[config.mk]
export PLATFORM = sky130hd
export DESIGN_NAME = fft_peak_detect
export DESIGN_NICKNAME = d
export VERILOG_FILES = /design/src/rtl/fft_peak_detect.sv
export SDC_FILE = /design/constraint.sdc
export NUM_CORES = 2
export LEC_CHECK = 0
export CAP_MARGIN = 40
export CORE_ASPECT_RATIO = 1.1
export CORE_UTILIZATION = 45
export DETAILED_ROUTE_END_ITERATION = 12
export PLACE_DENSITY = 0.67
export SLEW_MARGIN = 20
export SYNTH_ARGS = -nofsm -noshare
export SYNTH_HDL_FRONTEND = slang
export SYNTH_SLANG_ARGS = --single-unit
[constraint.sdc]
create_clock -name clk -period 3.81 [get_ports clk]
set_input_delay 0.381 -clock clk [delete_from_list [all_inputs] [get_ports clk]]
set_output_delay 0.381 -clock clk [all_outputs]
set_load 0.05 [all_outputs]
[src/rtl/fft_peak_detect.sv]
// fft_peak_detect: per-bin power |X|^2 and per-frame peak search on the FFT output stream.
// Optional macro FFT_PEAK_SKIP_DC_EN excludes bin 0 (DC) from the peak search.
module fft_peak_detect #(
   parameter int DW     = 16,
   parameter int N_LOG2 = 8,
   parameter int PW     = 2*DW+1
) (
   input  logic              clk,
   input  logic              rst_n,
   input  logic              valid_in,
   input  logic              sop_in,
   input  logic [DW-1:0]     re_in,
   input  logic [DW-1:0]     im_in,
   output logic              res_valid,
   input  logic              res_ready,
   output logic [N_LOG2-1:0] res_bin,
   output logic [PW-1:0]     res_pow,
   output logic              short_frame,
   output logic              overrun
);

`ifdef FFT_PEAK_SKIP_DC_EN
   localparam logic SKIP_DC = 1'b1;
`else
   localparam logic SKIP_DC = 1'b0;
`endif
   localparam logic [N_LOG2-1:0] LAST_BIN = '1;
   localparam logic [N_LOG2-1:0] INIT_BIN = N_LOG2'(SKIP_DC);

   typedef enum logic {IDLE, ACC} state_t;

   state_t              state;
   logic [N_LOG2-1:0]   cnt;
   logic                accept;
   logic [N_LOG2-1:0]   bin_c;
   logic signed [2*DW-1:0] re_x, im_x;

   logic                p1_vld, p1_last;
   logic [N_LOG2-1:0]   p1_bin;
   logic [2*DW-1:0]     p1_rr, p1_ii;

   logic                p2_vld, p2_last;
   logic [N_LOG2-1:0]   p2_bin;
   logic [PW-1:0]       p2_pow;

   logic [PW-1:0]       max_pow;
   logic [N_LOG2-1:0]   max_bin;
   logic                done;
   logic                take;

   // An sop beat always restarts at bin 0, in IDLE or mid-frame.
   always_comb begin
      accept = valid_in && (sop_in || state == ACC);
      bin_c  = sop_in ? '0 : cnt;
      re_x   = {{DW{re_in[DW-1]}}, re_in};
      im_x   = {{DW{im_in[DW-1]}}, im_in};
      take   = p2_vld && (p2_bin != '0 || !SKIP_DC) &&
               (p2_bin == INIT_BIN || p2_pow > max_pow);
   end

   always_ff @(posedge clk or negedge rst_n) begin
      if (!rst_n) begin
         state       <= IDLE;
         cnt         <= '0;
         short_frame <= 1'b0;
      end else begin
         short_frame <= valid_in && sop_in && (state == ACC);
         if (accept) begin
            if (bin_c == LAST_BIN) begin
               state <= IDLE;
               cnt   <= '0;
            end else begin
               state <= ACC;
               cnt   <= bin_c + N_LOG2'(1);
            end
         end
      end
   end

   // Squares are non-negative, so the low 2*DW bits hold them exactly.
   always_ff @(posedge clk or negedge rst_n) begin
      if (!rst_n) begin
         p1_vld  <= 1'b0;
         p1_last <= 1'b0;
         p1_bin  <= '0;
         p1_rr   <= '0;
         p1_ii   <= '0;
         p2_vld  <= 1'b0;
         p2_last <= 1'b0;
         p2_bin  <= '0;
         p2_pow  <= '0;
      end else begin
         p1_vld  <= accept;
         p1_last <= accept && (bin_c == LAST_BIN);
         p1_bin  <= bin_c;
         p1_rr   <= re_x * re_x;
         p1_ii   <= im_x * im_x;
         p2_vld  <= p1_vld;
         p2_last <= p1_vld && p1_last;
         p2_bin  <= p1_bin;
         p2_pow  <= PW'(p1_rr) + PW'(p1_ii);
      end
   end

   // The init bin overwrites whatever an earlier (possibly aborted) frame left.
   always_ff @(posedge clk or negedge rst_n) begin
      if (!rst_n) begin
         max_pow <= '0;
         max_bin <= '0;
         done    <= 1'b0;
      end else begin
         done <= p2_vld && p2_last;
         if (take) begin
            max_pow <= p2_pow;
            max_bin <= p2_bin;
         end
      end
   end

   always_ff @(posedge clk or negedge rst_n) begin
      if (!rst_n) begin
         res_valid <= 1'b0;
         res_bin   <= '0;
         res_pow   <= '0;
         overrun   <= 1'b0;
      end else begin
         overrun <= done && res_valid && !res_ready;
         if (done) begin
            res_valid <= 1'b1;
            res_bin   <= max_bin;
            res_pow   <= max_pow;
         end else if (res_valid && res_ready) begin
            res_valid <= 1'b0;
         end
      end
   end

endmodule

# After elaboration in Yosys (flattened, before gate mapping)
# Index checks and enable logic that the tools add are counted.
# op_classes
n_addsub	2
mul	2
n_lt_le_gt_ge	1
n_eq_ne	1
n_mux	5
n_reduce_logical	15
# ops
op	n
16-bit by 16-bit multiplier with 32-bit output	2
32-bit by 32-bit adder with 33-bit output	1
33-bit > comparator	1
8-bit two-way mux	2
1-bit logical AND	10
8-bit by 1-bit adder with 8-bit output (second input constant)	1
8-bit equality test (second input constant)	1
8-bit logical NOT	1
1-bit two-way mux	3
1-bit logical OR	2
2-bit nonzero test	1
1-bit logical NOT	1
# word_totals
ff_bits	212
inputBits	37
out_inout_bits	44
word_cells	45

# Depth between registers and ports, before layout
# logic_depth
ltp_word	3
depth_mapped	25
depth_no_buf	24

# Least setup slack after synthesis
# OpenSTA, ideal clock, no wires.
# synth_path
kind	input port to flip-flop
from	input port re_in[5]
to	register p1_rr[31]
setup_time_ps	123
t_arrival_ps	6105
path_slack_ps	-2417
stages	24
n_path_buf	2
cell_sequence	clkbuf_1 > clkbuf_1 > nand2_1 > fa_1 > inv_1 > fa_1 > inv_1 > fa_1 > inv_1 > fa_1 > fa_1 > inv_1 > fa_1 > inv_1 > ha_1 > a21o_1 > a21o_1 > a21oi_1 > o21ai_0 > a211oi_2 > a21oi_1 > a41o_1 > o41a_1 > xnor2_1
# synth_between
elab_chain_cells	1
# synth_lines
item	line	rtl
from (decl)	12	input logic [DW-1:0] re_in,
16-bit by 16-bit multiplier with 32-bit output	96	p1_rr <= re_x * re_x;
to (signal assigned)	96	
to (decl)	40	logic [2*DW-1:0] p1_rr, p1_ii;
# Every way passes these cells.
# A chain may end at the register's enable or synchronous reset.

# Worst setup path after layout
# layout_path
from	input port re_in[11]
to	register p1_rr[31]
# The elaborated chain is that of the path after synthesis.

==> impl_metrics.toml <==
[setup_path]
crit_chain = "clkdlybuf4s15_2, buf_6, buf_4, buf_4, and2_4, fa_1, inv_1, fa_1, fa_1, fa_1, fa_1, fa_1, inv_2, ha_4, o21a_1, o21ai_0, nand2b_1, and2_1, nand3_1, nand2_1, a41o_1, o41a_1, xnor2_1"
worstPathArrival_ns = 5.86
crit_fanout = 7
rr_startpoint = "p2_pow[18]"
cpPeakStageDelay_ns = 0.53
cp-startpoint = "re_in[11]"
cp.required_ns = 4.21
crit_buf_inv = 6
path_common_cell = "fa_1"
startpoint_type = "input pin"
worstSetupPathType = "input pin to flip-flop"
slowest_stage = "fa_1"
cp-end-kind = "flip-flop"
critical_path.top_delay_family = "adder cells"

[placed_design]
globalplace.congestion = 0.899
dpl-instance-area_um2 = 31400
numPortBuffers = 80
post-dp-hpwl_um = 50600

[sta]
fin_ws_ns = -1.65
setup_viol = 48
grt_setup_unrepaired = "true"
finClkSkew_ns = 0.0307
tightest_slew_ns = 0.673
finalCriticalPeriod_ns = 5.46
max_freq_mhz = 183
worst_hold_slack_ns = 0.331
final-hold-violation-count = 0
slew_headroom_pct = 55.2
post-route-period-util_pct = 143
maxSlewViolCount = 0

[outcome]
violations = "negative setup slack"
outcome = "finished with violations"

[grt]
grt_pass1_vias = 21963
grt_max_degree = 91
grt_use_total_pct = 21.3
gr-total-overflow = 0
grt_pass1_wl_um = 103000
antenna_found_initial = 0

[min_path]
hold_class = "input pin to asynchronous set/reset pin"

[die]
ios = 81
fp.coreArea_um2 = 57700
initial_core_util_pct = 45.7
dieArea_um2 = 59600
rows = 92
die_w_um = 233
die_h_um = 256

[final_layout]
area_delta_synth_final_pct = 30.0
final_nets = 3875
final_area_um2 = 34300
drive_gt1_share_pct = 30.8
antennaDiodeCount = 0

[synth]
synth.yosys.seq_area_share_pct = 19.9
synth-seq-cells = 210
synth_top_area_share_pct = 35.5
syn-num-nets = 3356
avgSynthCellArea_um2 = 10.1
yosysWarnings = 0
syn_area_um2 = 26400
async_flop_share_pct = 100
syn_inst = 2611
synth.area.top_cells = "fa_1 (36%), dfrtp_1 (20%), ha_1 (11%), inv_1 (9.8%), mux2_2 (3.2%)"
synth_edf_count = 0
synth_flop_cell = "dfrtp_1"
yosysTopAreaCell = "fa_1"
ys_types = 64

[clock_network]
h-tree-depth = 1
path_clk_slew_ns = 0.06
root_buffer = "clkbuf_16"
cts.path.max_buffers = 3
numCtsBuffers = 22
cts_tree = "yes"
clock_latency_ns = 0.52
numClockSinks = 210

[detailed_routing]
vias = 19345
antenna_left = 0
viasPerCell = 4.97
routed_wl_um = 61500
drc = 0
post_drt_wl_per_cell_um = 15.8
drt-pass1-iter-count = 5
drt_iter0_markers = 960

[run]
drv_cap = 0
final cells by class:
type / count / area (µm²)
inverters: 686 / 2590
flip-flops and latches: 210 / 5260
fillers: 4546 / 23400
clock inverters: 6 / 97.6
clock buffers: 32 / 638
well taps: 752 / 941
repair buffers: 553 / 4920
multi-input cells: 1657 / 19900
sequential cells by signal, summed over array words and instances, names as in the netlist, 31 cells and up:
register  flops
max_pow      33
p1_ii        31
p1_rr        31
p2_pow       33
res_pow      33
cells by family (layout without fill, tap and decap cells):
family	Yosys count	after routing	share of synthesized area (%)
AOI/OAI and AO/OA	257	257	6.55
xor gates and xnor gates	109	109	3.62
adders and majority gates	708	708	46.9
buffers and inverters	744	1277	10.6
DFF	210	210	19.9
muxes	77	77	3.28
and+or+nand+nor	506	506	9.11
repair_timing:
| action | CTS | global route |
|---|---|---|
| buffers inserted | 75 | 31 |
| cloned | 1 | 1 |
| hold buffers | 1 | 0 |
| hold endpoints to repair | 30 | 0 |
| setup endpoints to repair | 51 | 50 |
| pin swaps | 158 | 176 |
| gates resized for setup | 364 | 195 |
cells in the mapped netlist, types with 20 or more instances:
master / number
a21o_1: 43
xor2_1: 30
nand3_1: 23
xnor2_1: 79
nand2_1: 191
and2_1: 78
clkbuf_1: 52
a21oi_1: 69
nor2_1: 101
ha_1: 240
fa_1: 468
nor3_1: 20
nor2b_1: 22
o21ai_0: 43
inv_1: 686
dfrtp_1: 210
mux2_2: 75
placed cells by master, fill, tap and decap left out, types with 11 or more instances in the layout:
cell type        Yosys  routed
a21oi_1             69      34
xnor2_1             79      64
nand2_1            191     154
nand3_1             23      19
clkdlybuf4s50_1      0      47
and2_4               0      33
xnor2_2              0      12
nand2_2              0      23
nor2_1             101      84
nand4_1             15      15
o21a_1              14      14
fa_1               468     431
nand2_4              0      14
ha_1               240     202
fa_2                 0      37
a21oi_2              3      28
buf_4                3     382
o21ai_0             43      25
and3_1              13      12
inv_1              686     620
nand2b_1            17      17
o21ai_2              0      12
xor2_1              30      25
dfrtp_1            210     209
buf_6                0      74
inv_2                0      61
nor2_2               0      11
ha_4                 0      33
and2_1              78      46
mux2_2              75      75
a21o_1              43      43
buf_12               0      18
nor2b_1             22      19
nor3_1              20      18
clkbuf_16            0      23
buf_8                0      15
per-stage QoR:
step	setup WS (ns)	setup TNS [ns]	instances	utilization, %
finish	-1.65	-53.78	3896	59.5
global route	-1.83	-61.37	3896	59.5
global placement	-2.54	-102.78	3765	54.3
CTS	-1.74	-53.76	3878	58.0
detailed placement	-2.68	-106.17	3767	54.4
floorplan	-1.89	-57.76	2611	-
path summary, 6_finish.rpt:
kind	endpoint	slack [ns]	cells past startpoint
hold / removal	max_pow[25]	0.33	2
min in group clk	p2_bin[6]	0.35	0
max in group asynchronous	max_pow[14]	2.38	4
hold reg to reg	p2_bin[6]	0.35	0
setup / recovery	p1_rr[31]	-1.65	23
setup reg to reg	max_pow[12]	0.49	11
layer usage:
metal  global-route usage, %  part of all wire (%)  vias to the layer above  routed length, µm
met3                    1.74                   2.9                      139               1790
met4                    6.25                   3.0                        0               1850
li1                        -                     -                     8969                  -
met2                    39.8                    54                      367              33300
met1                    25.6                    40                     9870              24500
met5                       0                     0                        -                  0
Power is left out: the tool's default activity adds up to more than one toggle a clock period on the data nets, which glitch-free logic cannot reach.
